==> src/rtl/b16_dbg_pkg.sv <==
// Shared definitions for the b16 debug unit: local word map, halt-cause codes
// and the run-control FSM encoding.
package b16_dbg_pkg;

    localparam logic [3:0] W_CTRL   = 4'd8;
    localparam logic [3:0] W_STEP   = 4'd9;
    localparam logic [3:0] W_BPCFG  = 4'd10;
    localparam logic [3:0] W_CYCLES = 4'd11;
    localparam logic [3:0] W_BP0    = 4'd12;

    localparam logic [1:0] C_NONE = 2'd0;
    localparam logic [1:0] C_HOST = 2'd1;
    localparam logic [1:0] C_BP   = 2'd2;
    localparam logic [1:0] C_STEP = 2'd3;

    typedef enum logic [1:0] {
        S_RUN  = 2'd0,
        S_STEP = 2'd1,
        S_HALT = 2'd2
    } dbg_state_t;

endpackage

==> src/rtl/b16_bp_match.sv <==
// Single breakpoint comparator: address equality qualified by enable, access
// type (0 = read/fetch, 1 = write) and the sample strobe.
module b16_bp_match #(
    parameter int L = 16
) (
    input  logic         en,
    input  logic         typ,
    input  logic [L-1:0] bp,
    input  logic [L-1:0] cpu_addr,
    input  logic         cpu_r,
    input  logic         cpu_w,
    input  logic         sample,
    output logic         match
);

    assign match = sample && en && (cpu_addr == bp) && (typ ? cpu_w : cpu_r);

endmodule

==> src/rtl/b16_debug.sv <==
// b16 debug unit: host-visible run control (RUN/STEP/HALT), breakpoints, step
// and cycle counters. Define B16_DBG_WATCH_EN to build in write watchpoints.
module b16_debug
    import b16_dbg_pkg::*;
#(
    parameter int             L       = 16,
    parameter int             NBP     = 4,
    parameter logic [L-6:0]   DBGADDR = 11'h7FF,
    parameter int             STEPW   = 8
) (
    input  logic         clk,
    input  logic         reset,
    input  logic [L-1:1] addr,
    input  logic [L-1:0] data,
    input  logic         r,
    input  logic [1:0]   w,
    input  logic [L-1:0] cpu_addr,
    input  logic         cpu_r,
    input  logic [1:0]   cpu_wr,
    input  logic         cpu_run,
    output logic         drun,
    output logic         dr,
    output logic         dw,
    output logic [2:0]   daddr,
    output logic [L-1:0] rdata,
    output logic         hit
);

    function automatic logic [L-1:0] bmerge(input logic [L-1:0] old,
                                             input logic [L-1:0] nw,
                                             input logic [1:0]   be);
        bmerge = old;
        if (be[0]) bmerge[7:0]   = nw[7:0];
        if (be[1]) bmerge[L-1:8] = nw[L-1:8];
    endfunction

    dbg_state_t       state, state_n;
    logic [1:0]       cause, cause_n;
    logic [1:0]       bpidx, bpidx_n;
    logic [STEPW-1:0] step_r, stepcnt, cnt_n;
    logic [15:0]      cycles;
    logic             mask, mask_n, hit_n;
    logic [NBP-1:0]   bp_en, bp_typ, m;
    logic [L-1:0]     bp [NBP];
    logic             cpu_w;
    logic             any_hit;
    logic [1:0]       hit_idx;

    logic       sel, lwr, wr_ctrl;
    logic [3:0] widx;

    assign sel     = (addr[L-1:5] == DBGADDR);
    assign widx    = addr[4:1];
    assign daddr   = addr[3:1];
    assign dr      = sel && !widx[3] && r;
    assign dw      = sel && !widx[3] && (|w);
    assign lwr     = sel && widx[3] && (|w);
    assign wr_ctrl = lwr && (widx == W_CTRL) && w[0];

`ifdef B16_DBG_WATCH_EN
    assign cpu_w = |cpu_wr;
    always_ff @(posedge clk or negedge reset) begin
        if (!reset)
            bp_typ <= '0;
        else if (lwr && widx == W_BPCFG && w[0])
            bp_typ <= data[4 +: NBP];
    end
`else
    // Watchpoints compiled out: every breakpoint behaves as a fetch breakpoint.
    logic unused_cpu_wr;
    assign unused_cpu_wr = ^cpu_wr;
    assign cpu_w  = 1'b0;
    assign bp_typ = '0;
`endif

    for (genvar k = 0; k < NBP; k++) begin : g_bp
        b16_bp_match #(.L(L)) u_match (
            .en       (bp_en[k]),
            .typ      (bp_typ[k]),
            .bp       (bp[k]),
            .cpu_addr (cpu_addr),
            .cpu_r    (cpu_r),
            .cpu_w    (cpu_w),
            .sample   (cpu_run && !mask),
            .match    (m[k])
        );
    end

    always_comb begin
        any_hit = 1'b0;
        hit_idx = 2'd0;
        for (int k = NBP - 1; k >= 0; k--) begin
            if (m[k]) begin
                any_hit = 1'b1;
                hit_idx = 2'(k);
            end
        end
    end

    // Host halt beats go; host CTRL beats a breakpoint, which beats step expiry.
    always_comb begin
        state_n = state;
        cause_n = cause;
        bpidx_n = bpidx;
        cnt_n   = stepcnt;
        mask_n  = mask;
        hit_n   = 1'b0;
        if (cpu_run) mask_n = 1'b0;
        if (cpu_run && state == S_STEP) cnt_n = stepcnt - STEPW'(1);
        if (wr_ctrl && data[1]) begin
            state_n = S_HALT;
            cause_n = C_HOST;
        end else if (wr_ctrl && data[0] && state == S_HALT) begin
            state_n = (step_r == '0) ? S_RUN : S_STEP;
            cnt_n   = step_r;
            cause_n = C_NONE;
            mask_n  = 1'b1;
        end else if (state != S_HALT && any_hit) begin
            state_n = S_HALT;
            cause_n = C_BP;
            bpidx_n = hit_idx;
            hit_n   = 1'b1;
        end else if (state == S_STEP && cpu_run && stepcnt == STEPW'(1)) begin
            state_n = S_HALT;
            cause_n = C_STEP;
        end
    end

    always_ff @(posedge clk or negedge reset) begin
        if (!reset) begin
            state   <= S_RUN;
            cause   <= C_NONE;
            bpidx   <= 2'd0;
            stepcnt <= '0;
            mask    <= 1'b0;
            drun    <= 1'b1;
            hit     <= 1'b0;
            step_r  <= '0;
            cycles  <= 16'd0;
            bp_en   <= '0;
            for (int k = 0; k < NBP; k++) bp[k] <= '1;
        end else begin
            state   <= state_n;
            cause   <= cause_n;
            bpidx   <= bpidx_n;
            stepcnt <= cnt_n;
            mask    <= mask_n;
            drun    <= (state_n != S_HALT);
            hit     <= hit_n;
            if (lwr && widx == W_STEP)
                step_r <= STEPW'(bmerge(L'(step_r), data, w));
            if (lwr && widx == W_CYCLES)
                cycles <= 16'd0;
            else if (cpu_run)
                cycles <= cycles + 16'd1;
            if (lwr && widx == W_BPCFG && w[0])
                bp_en <= data[NBP-1:0];
            for (int k = 0; k < NBP; k++)
                if (lwr && widx == W_BP0 + 4'(k))
                    bp[k] <= bmerge(bp[k], data, w);
        end
    end

    always_comb begin
        rdata = '0;
        if (sel && widx[3]) begin
            case (widx)
                W_CTRL:   rdata = L'({drun, state, cause, 1'b0, bpidx, 8'h00});
                W_STEP:   rdata = L'(step_r);
                W_BPCFG: begin
                    rdata[NBP-1:0]   = bp_en;
                    rdata[4 +: NBP]  = bp_typ;
                end
                W_CYCLES: rdata = L'(cycles);
                default: begin
                    for (int k = 0; k < NBP; k++)
                        if (widx == W_BP0 + 4'(k)) rdata = bp[k];
                end
            endcase
        end
    end

endmodule

==> config.mk <==
export PLATFORM = sky130hd
export DESIGN_NAME = b16_debug
export DESIGN_NICKNAME = d
export VERILOG_FILES = /design/src/rtl/b16_dbg_pkg.sv /design/src/rtl/b16_bp_match.sv /design/src/rtl/b16_debug.sv
export SDC_FILE = /design/constraint.sdc
export NUM_CORES = 1
export LEC_CHECK = 0
export BUFFER_PORTS_ARGS = -buffer_cell sky130_fd_sc_hd__buf_4
export CAP_MARGIN = 20
export CORE_UTILIZATION = 45
export DETAILED_ROUTE_END_ITERATION = 6
export GPL_TIMING_DRIVEN = 0
export PLACE_DENSITY_LB_ADDON = 0.1
export SLEW_MARGIN = 20
export SYNTH_ARGS = -nofsm -noshare
export SYNTH_HDL_FRONTEND = slang
export SYNTH_SLANG_ARGS = --single-unit
export TNS_END_PERCENT = 100
==> constraint.sdc <==
create_clock -name clk -period 3.6 [get_ports clk]
set_clock_uncertainty 0.05 [all_clocks]
set_input_delay 0.54 -clock clk [delete_from_list [all_inputs] [get_ports clk]]
set_output_delay 0.54 -clock clk [all_outputs]
set_load 0.03 [all_outputs]
==> run_summary.xml, run 1 <==
<?xml version="1.0" encoding="UTF-8"?>
<metrics>
  <group name="outcome">
    <metric name="run_status" unit="">finished clean</metric>
  </group>
  <group name="clocking">
    <metric name="number_of_buffers_added_by_the_clock_tree_synthesis_step" unit="">9</metric>
    <metric name="worst_case_clock_buffer_depth" unit="">2</metric>
    <metric name="ctsRootBufferMaster" unit="">sky130_fd_sc_hd__clkbuf_16</metric>
    <metric name="cts_resized" unit="">0</metric>
    <metric name="cts-hold-fix-buffers" unit="">0</metric>
    <metric name="worstSkewPairLatency" unit="ps">360</metric>
    <metric name="htree_levels" unit="">3</metric>
    <metric name="cts_tree" unit="">done</metric>
    <metric name="cts_num_sinks" unit="">109</metric>
    <metric name="post-cts-setup-buffer-count" unit="">0</metric>
    <metric name="cts.reportedPaths.clkPinSlew" unit="ps">70</metric>
  </group>
  <group name="timing">
    <metric name="fmax" unit="MHz">310</metric>
    <metric name="setup-violations-final" unit="">0</metric>
    <metric name="period_share" unit="">0.895</metric>
    <metric name="hold_viol" unit="">0</metric>
    <metric name="relSlewSlack" unit="">0.316</metric>
    <metric name="worst_pin_slew" unit="ps">1030</metric>
    <metric name="timing_max_transition_violations_final" unit="">0</metric>
    <metric name="final_period_minus_worst_setup_slack" unit="ps">3220</metric>
    <metric name="final_tns_setup" unit="ps">0</metric>
    <metric name="rsz0062_at_grt" unit="">no</metric>
  </group>
  <group name="drt">
    <metric name="drt_first_pass_iters" unit="">5</metric>
    <metric name="routed_wirelength" unit="um">18600</metric>
    <metric name="detail_route.iter0.violations" unit="">458</metric>
    <metric name="vias" unit="">4906</metric>
    <metric name="final_antenna_net_count" unit="">0</metric>
    <metric name="drt-vias-per-instance" unit="">5.84</metric>
    <metric name="drt_drc_violations_left" unit="">0</metric>
    <metric name="avgRoutedWirePerCell" unit="um">22.2</metric>
  </group>
  <group name="setup_path">
    <metric name="r2r_end" unit="">bpidx[1]$_DFFE_PN0P_</metric>
    <metric name="logic_depth_of_the_worst_register_to_register_path" unit="">7</metric>
    <metric name="reg2reg_slack" unit="ps">1210</metric>
    <metric name="worst-path-max-fanout" unit="">10</metric>
    <metric name="type_of_element_capturing_the_critical_path" unit="">primary output</metric>
    <metric name="r2r-start" unit="">bp[3]$_DFFE_PN1P_</metric>
    <metric name="worst-endpoint-arrival" unit="ps">2630</metric>
    <metric name="cpPeakStageDelay" unit="ps">550</metric>
    <metric name="critical_path.top_delay_family" unit="">buffers and inverters</metric>
    <metric name="critical_path.startpoint_type" unit="">input pin</metric>
    <metric name="critical_path_buf_inv_count" unit="">4</metric>
    <metric name="criticalPathCategory" unit="">input pin to primary output</metric>
    <metric name="required" unit="ps">3010</metric>
    <metric name="critical-path-slowest-cell" unit="">sky130_fd_sc_hd__clkbuf_1</metric>
    <metric name="critical-path-top-cell-by-count" unit="">sky130_fd_sc_hd__buf_4</metric>
    <metric name="path_cells" unit="">buf_4, buf_2, nand2b_1, nor2_2, clkbuf_1, a22oi_1, a31oi_1, buf_4</metric>
  </group>
  <group name="global_route">
    <metric name="initial_antenna_violation_count" unit="">0</metric>
    <metric name="grt_pass1_vias" unit="">5021</metric>
    <metric name="globalRoute.totalOverflow" unit="">0</metric>
    <metric name="grt_first_pass_wirelength" unit="um">28700</metric>
    <metric name="grt_max_degree" unit="">110</metric>
    <metric name="track_usage" unit="">0.265</metric>
  </group>
  <group name="floorplanning">
    <metric name="ioPinCount" unit="">79</metric>
    <metric name="core.rowCount" unit="">43</metric>
    <metric name="floorplan.initialDensity" unit="">0.464</metric>
    <metric name="die_y" unit="um">122</metric>
    <metric name="die-width" unit="um">122</metric>
    <metric name="dieArea" unit="um^2">14800</metric>
    <metric name="area_of_the_core_region" unit="um^2">13900</metric>
  </group>
  <group name="placed_design">
    <metric name="port_buffers" unit="">57</metric>
    <metric name="place_hpwl" unit="um">14200</metric>
    <metric name="routabilityCongestion" unit="">0.894</metric>
    <metric name="placedCellCount" unit="">825</metric>
  </group>
  <group name="finish">
    <metric name="fillers" unit="">1250</metric>
    <metric name="drive_above_1_share" unit="">0.409</metric>
    <metric name="antennaDiodeCount" unit="">0</metric>
    <metric name="layout.cells.most_common" unit="">sky130_fd_sc_hd__mux2_2</metric>
    <metric name="most-common-layout-cells" unit="">sky130_fd_sc_hd__mux2_2, sky130_fd_sc_hd__xnor2_1, sky130_fd_sc_hd__dfstp_2</metric>
    <metric name="design.final.nets" unit="">715</metric>
    <metric name="final_cells" unit="">840</metric>
    <metric name="area_growth" unit="%">15.4</metric>
  </group>
  <group name="synthesis">
    <metric name="synthArstFlopShare" unit="">1.00</metric>
    <metric name="synth_sequential_area_ratio" unit="">0.435</metric>
    <metric name="postSynthAreaPerCell" unit="um^2">11.0</metric>
    <metric name="synthCells" unit="">588</metric>
    <metric name="number_of_flops_mapped_to_enable_cells_by_yosys" unit="">0</metric>
    <metric name="postSynth.topFlopCell" unit="">sky130_fd_sc_hd__dfstp_2</metric>
    <metric name="ys_seq_elements" unit="">109</metric>
    <metric name="yosys.cell_types.count" unit="">56</metric>
    <metric name="mappedNetlistNets" unit="">647</metric>
    <metric name="netlist_area" unit="um^2">6460</metric>
    <metric name="yosysWarningCount" unit="">0</metric>
  </group>
  <group name="power">
    <metric name="max-vdd-ir-drop" unit="mV">0.272</metric>
    <metric name="cell_leakage_power" unit="nW">3.07</metric>
    <metric name="cellPowerDensity" unit="nW/um^2">369</metric>
  </group>
  <group name="hold_path">
    <metric name="hold_path.class" unit="">input pin to asynchronous set/reset pin</metric>
  </group>
  <group name="flow_run">
    <metric name="maxCapViolCount" unit="">0</metric>
  </group>
</metrics>
worst register-to-register path, cell delays in order (launching register included):
cell                      delay (ps)
sky130_fd_sc_hd__dfstp_2         550
sky130_fd_sc_hd__xnor2_1         210
sky130_fd_sc_hd__nand4_1         200
sky130_fd_sc_hd__nor3_1          280
sky130_fd_sc_hd__nand4_1         160
sky130_fd_sc_hd__a41o_1          320
sky130_fd_sc_hd__a21oi_2         150
sky130_fd_sc_hd__mux2_1          340
cells in the mapped netlist (all sizes together) (2+ instances only):
| library cell | number | area, um^2 |
|---|---|---|
| a21o | 2 | 15.0 |
| a21oi | 14 | 73.8 |
| a221oi | 7 | 61.3 |
| a22o | 10 | 87.6 |
| a22oi | 25 | 188 |
| a31oi | 9 | 56.3 |
| and2 | 2 | 12.5 |
| and3 | 3 | 18.8 |
| and4b | 8 | 80.1 |
| buf | 28 | 191 |
| clkbuf | 10 | 41.3 |
| dfrtp | 44 | 1100 |
| dfstp | 65 | 1710 |
| ha | 3 | 37.5 |
| inv | 5 | 18.8 |
| mux2 | 84 | 946 |
| mux2i | 5 | 50.1 |
| nand2 | 39 | 159 |
| nand2b | 5 | 31.3 |
| nand3 | 11 | 60.1 |
| nand4 | 37 | 231 |
| nor2 | 42 | 179 |
| nor2b | 4 | 25.0 |
| nor3 | 13 | 70.1 |
| nor4 | 7 | 88.8 |
| o21ai | 5 | 25.0 |
| or2 | 2 | 15.0 |
| xnor2 | 74 | 671 |
| xor2 | 12 | 105 |
worst max path at each step:
stage / depth (start not counted) / endpoint / slack (ps) / startpoint
floorplan: 7 / rdata[13] / 690 / addr[1]
global placement: 8 / rdata[0] / 440 / addr[1]
detailed placement: 8 / rdata[0] / 410 / addr[1]
CTS: 8 / rdata[0] / 410 / addr[1]
global route: 8 / rdata[1] / 280 / addr[1]
finish: 8 / rdata[0] / 380 / addr[1]
stage by stage:
step	hold slack, ps	setup slack, ps	util	area [um^2]	power (mW)
floorplan	194	693	-	6460	1.52
global placement	423	439	0.511	7120	1.65
CTS	306	405	0.535	7460	2.78
finish	233	376	0.535	7460	2.75
detailed placement	428	407	0.511	7120	1.66
global route	347	277	0.535	7460	2.86
final cells by class:
| type | count | area, um^2 | area share |
|---|---|---|---|
| Clock buffer | 12 | 289 | 0.0388 |
| Inverter | 5 | 18.8 | 0.00252 |
| Timing Repair Buffer | 57 | 432 | 0.0579 |
| Sequential cell | 109 | 2810 | 0.377 |
| Tap cell | 180 | 225 | 0.0302 |
| Buffer | 38 | 233 | 0.0312 |
| Clock inverter | 3 | 47.5 | 0.00638 |
| Multi-Input combinational cell | 436 | 3400 | 0.456 |
report_power, final:
part	total (mW)	internal (mW)	switching, mW
logic	0.317	0.135	0.182
registers	1.33	1.27	0.0634
clock network	1.11	0.643	0.463
total	2.75	2.04	0.709
state kept, by name, indices dropped and copies added (netlist names):
signal / flops
stepcnt: 8
drun: 1
cause: 2
cycles: 16
state: 2
bpidx: 2
step_r: 8
bp_en: 4
mask: 1
bp: 64
hit: 1
logic make-up (layout without fill, tap and decap cells):
group,after synthesis,in the layout,synth area share
adders and majority gates,3,3,0.00581
AOI/OAI and AO/OA,80,80,0.0893
xor gates and xnor gates,86,86,0.120
and+or+nand+nor,178,178,0.157
muxes,89,89,0.154
buffers and inverters,43,115,0.0389
DFF,109,109,0.435
per-layer routing:
layer | vias to the layer above | part of all wire | GRT usage
met5 | - | 0 | 0
met4 | 0 | 0.028 | 0.0995
met3 | 37 | 0.062 | 0.0623
met1 | 2450 | 0.43 | 0.337
li1 | 2264 | - | -
met2 | 155 | 0.48 | 0.436
(Power assumes the default switching activity.)
==> run 2: changes to the inputs <==
Settings changed: ABC_AREA from default to 1.
Clock period 3.6 ns to 3.8 ns, I/O delays scaled along.
==> run_summary.xml, run 2 <==
<?xml version="1.0" encoding="UTF-8"?>
<metrics>
  <group name="global_route">
    <metric name="grt_pass1_vias" unit="">5706</metric>
    <metric name="initial_antenna_violation_count" unit="">0</metric>
    <metric name="grt_max_degree" unit="">110</metric>
    <metric name="globalRoute.totalOverflow" unit="">0</metric>
    <metric name="grtUsageMet3" unit="">0.0484</metric>
    <metric name="track_usage" unit="">0.287</metric>
    <metric name="grt_first_pass_wirelength" unit="um">31600</metric>
    <metric name="grt.met2_usage" unit="">0.424</metric>
    <metric name="global_route.peak_usage_layer" unit="">met1</metric>
    <metric name="groute.layer.met1.usage" unit="">0.425</metric>
  </group>
  <group name="finish">
    <metric name="area_growth" unit="%">16.8</metric>
    <metric name="max_flop_register" unit="">bp</metric>
    <metric name="fillers" unit="">1427</metric>
    <metric name="antennaDiodeCount" unit="">0</metric>
    <metric name="layout.cells.most_common" unit="">sky130_fd_sc_hd__nand2_1</metric>
    <metric name="final_cells" unit="">1171</metric>
    <metric name="design.final.nets" unit="">1045</metric>
    <metric name="area_of_the_multi_input_gates" unit="um^2">3140</metric>
    <metric name="drive_above_1_share" unit="">0.202</metric>
    <metric name="post-route-cell-area" unit="um^2">7700</metric>
    <metric name="largest_reg_flops" unit="">64</metric>
    <metric name="final-seq-area" unit="um^2">2810</metric>
    <metric name="largest_registers" unit="">bp x64, cycles x16</metric>
    <metric name="most-common-layout-cells" unit="">sky130_fd_sc_hd__nand2_1, sky130_fd_sc_hd__inv_1, sky130_fd_sc_hd__o21ai_0</metric>
  </group>
  <group name="synthesis">
    <metric name="most_repeated_cell_in_the_gate_level_netlist_after_synthesis" unit="">sky130_fd_sc_hd__nand2_1</metric>
    <metric name="mappedNetlistNets" unit="">958</metric>
    <metric name="netlist_area" unit="um^2">6590</metric>
    <metric name="yosysWarningCount" unit="">0</metric>
    <metric name="synth_commonest_cells" unit="">sky130_fd_sc_hd__nand2_1, sky130_fd_sc_hd__inv_1, sky130_fd_sc_hd__o21ai_0</metric>
    <metric name="postSynthAreaPerCell" unit="um^2">7.33</metric>
    <metric name="synthCells" unit="">899</metric>
    <metric name="post_synth_main_area_contributors" unit="">sky130_fd_sc_hd__dfstp_2, sky130_fd_sc_hd__dfrtp_1, sky130_fd_sc_hd__nand2_1</metric>
    <metric name="netlist.top_cell.by_area" unit="">sky130_fd_sc_hd__dfstp_2</metric>
    <metric name="postSynth.topFlopCell" unit="">sky130_fd_sc_hd__dfstp_2</metric>
    <metric name="synth_sequential_area_ratio" unit="">0.426</metric>
    <metric name="yosys.cell_types.count" unit="">47</metric>
    <metric name="synth_top_area_frac" unit="">0.259</metric>
    <metric name="ys_seq_elements" unit="">109</metric>
    <metric name="synthArstFlopShare" unit="">1.00</metric>
    <metric name="number_of_flops_mapped_to_enable_cells_by_yosys" unit="">0</metric>
  </group>
  <group name="placed_design">
    <metric name="port_buffers" unit="">76</metric>
    <metric name="placedCellCount" unit="">1155</metric>
    <metric name="routabilityCongestion" unit="">0.946</metric>
    <metric name="placed_cell_area" unit="um^2">7390</metric>
    <metric name="place_hpwl" unit="um">15400</metric>
    <metric name="placement.setup.worst_slack" unit="ps">676</metric>
  </group>
  <group name="outcome">
    <metric name="run_status" unit="">finished clean</metric>
  </group>
  <group name="clocking">
    <metric name="cts.reportedPaths.clkPinSlew" unit="ps">70</metric>
    <metric name="cts-hold-fix-buffers" unit="">0</metric>
    <metric name="ctsRootBufferMaster" unit="">sky130_fd_sc_hd__clkbuf_16</metric>
    <metric name="post-cts-setup-buffer-count" unit="">0</metric>
    <metric name="worst_case_clock_buffer_depth" unit="">2</metric>
    <metric name="cts_num_sinks" unit="">109</metric>
    <metric name="number_of_buffers_added_by_the_clock_tree_synthesis_step" unit="">9</metric>
    <metric name="cts_tree" unit="">done</metric>
    <metric name="cts_resized" unit="">0</metric>
    <metric name="worstSkewPairLatency" unit="ps">370</metric>
    <metric name="htree_levels" unit="">3</metric>
  </group>
  <group name="timing">
    <metric name="fmax" unit="MHz">315</metric>
    <metric name="final_period_minus_worst_setup_slack" unit="ps">3170</metric>
    <metric name="worst_pin_slew" unit="ps">1000</metric>
    <metric name="final_tns_setup" unit="ps">0</metric>
    <metric name="rsz0062_at_grt" unit="">no</metric>
    <metric name="timing_max_transition_violations_final" unit="">0</metric>
    <metric name="hold_viol" unit="">0</metric>
    <metric name="period_share" unit="">0.834</metric>
    <metric name="relSlewSlack" unit="">0.330</metric>
    <metric name="setup_ws" unit="ps">629</metric>
    <metric name="setup-violations-final" unit="">0</metric>
  </group>
  <group name="hold_path">
    <metric name="hold_path.class" unit="">input pin to asynchronous set/reset pin</metric>
  </group>
  <group name="drt">
    <metric name="final_antenna_net_count" unit="">0</metric>
    <metric name="avgRoutedWirePerCell" unit="um">17.4</metric>
    <metric name="drt-vias-per-instance" unit="">5.30</metric>
    <metric name="vias" unit="">6206</metric>
    <metric name="drt_drc_violations_left" unit="">0</metric>
    <metric name="drt_first_pass_iters" unit="">5</metric>
    <metric name="detail_route.iter0.violations" unit="">496</metric>
    <metric name="routed_wirelength" unit="um">20400</metric>
  </group>
  <group name="setup_path">
    <metric name="required" unit="ps">3180</metric>
    <metric name="critical_path.startpoint_type" unit="">input pin</metric>
    <metric name="logic_depth_of_the_worst_register_to_register_path" unit="">10</metric>
    <metric name="criticalPathCategory" unit="">input pin to primary output</metric>
    <metric name="worst-path-max-fanout" unit="">10</metric>
    <metric name="r2r_end" unit="">cycles[14]$_DFFE_PN0P_</metric>
    <metric name="r2r-start" unit="">cycles[0]$_DFFE_PN0P_</metric>
    <metric name="reg2reg_slack" unit="ps">1800</metric>
    <metric name="type_of_element_capturing_the_critical_path" unit="">primary output</metric>
    <metric name="worst-endpoint-arrival" unit="ps">2550</metric>
  </group>
  <group name="floorplanning">
    <metric name="die-width" unit="um">123</metric>
    <metric name="ioPinCount" unit="">79</metric>
    <metric name="area_of_the_core_region" unit="um^2">14100</metric>
    <metric name="dieArea" unit="um^2">15100</metric>
    <metric name="floorplan.initialDensity" unit="">0.468</metric>
    <metric name="die_y" unit="um">123</metric>
    <metric name="core.rowCount" unit="">43</metric>
  </group>
  <group name="power">
    <metric name="power_report.internal_total" unit="mW">1.82</metric>
    <metric name="cellPowerDensity" unit="nW/um^2">326</metric>
    <metric name="power.share.switching" unit="">0.275</metric>
    <metric name="power_frac_comb" unit="">0.116</metric>
    <metric name="fraction_of_power_consumed_by_the_clock_network" unit="">0.393</metric>
    <metric name="max-vdd-ir-drop" unit="mV">0.263</metric>
    <metric name="cell_leakage_power" unit="nW">3.59</metric>
    <metric name="seq_pwr_share" unit="">0.491</metric>
    <metric name="power.net_switching" unit="mW">0.691</metric>
  </group>
  <group name="flow_run">
    <metric name="maxCapViolCount" unit="">0</metric>
  </group>
</metrics>
[run 2: critical path: stages]
cell                       delay, ps
sky130_fd_sc_hd__buf_4           110
sky130_fd_sc_hd__inv_1            60
sky130_fd_sc_hd__nor2_2          270
sky130_fd_sc_hd__nand2_1         180
sky130_fd_sc_hd__clkbuf_1        340
sky130_fd_sc_hd__o21ai_0         280
sky130_fd_sc_hd__a21oi_1          90
sky130_fd_sc_hd__a221oi_1        410
sky130_fd_sc_hd__buf_4           240
[run 2: worst max path at each step]
stage / start / end
after global placement: addr[1] / rdata[0]
after detailed placement: addr[1] / rdata[0]
after global routing: addr[1] / rdata[0]
final: addr[1] / rdata[0]
after CTS: addr[1] / rdata[0]
after floorplan: addr[2] / rdata[0]
[run 2: cell families after synthesis]
kind of cell,count (synthesis),synth area share
AO/OA/AOI/OAI,193,0.167
flip-flops,109,0.426
XOR/XNOR,26,0.0345
adder cells (fa/ha/maj),3,0.00569
multiplexers,1,0.00171
buffers and inverters,162,0.0974
AND/OR/NAND/NOR,405,0.267
[run 2: power by group through the flow]
stage	Combinational [mW]	Sequential [mW]	Clock, mW
6_report	0.291	1.23	0.986
5_1_grt	0.325	1.24	1.04
4_1_cts	0.290	1.23	1.01
3_5_place_dp	0.287	1.25	0
3_3_place_gp	0.288	1.25	0
2_1_floorplan	0.156	1.24	0
[run 2: final cells by class]
class	count	area share
clock inverter	5	0.00601
clock buffer	11	0.0343
timing repair buffer	76	0.0746
buffer	22	0.0148
tap	180	0.0292
sequential	109	0.365
inverter	140	0.0686
multi-input combinational	628	0.408
[run 2: per-stage QoR]
step,power [mW],hold slack [ps],util
final,2.51,297,0.546
after global routing,2.61,387,0.546
after CTS,2.53,340,0.546
after detailed placement,1.54,424,0.524
after global placement,1.54,418,0.524
after floorplan,1.40,224,-
[run 2: routing by layer]
metal,wire (um),vias to the layer above
met5,0,-
met4,492,0
met3,1320,24
met2,8810,206
met1,9730,2896
li1,-,3080
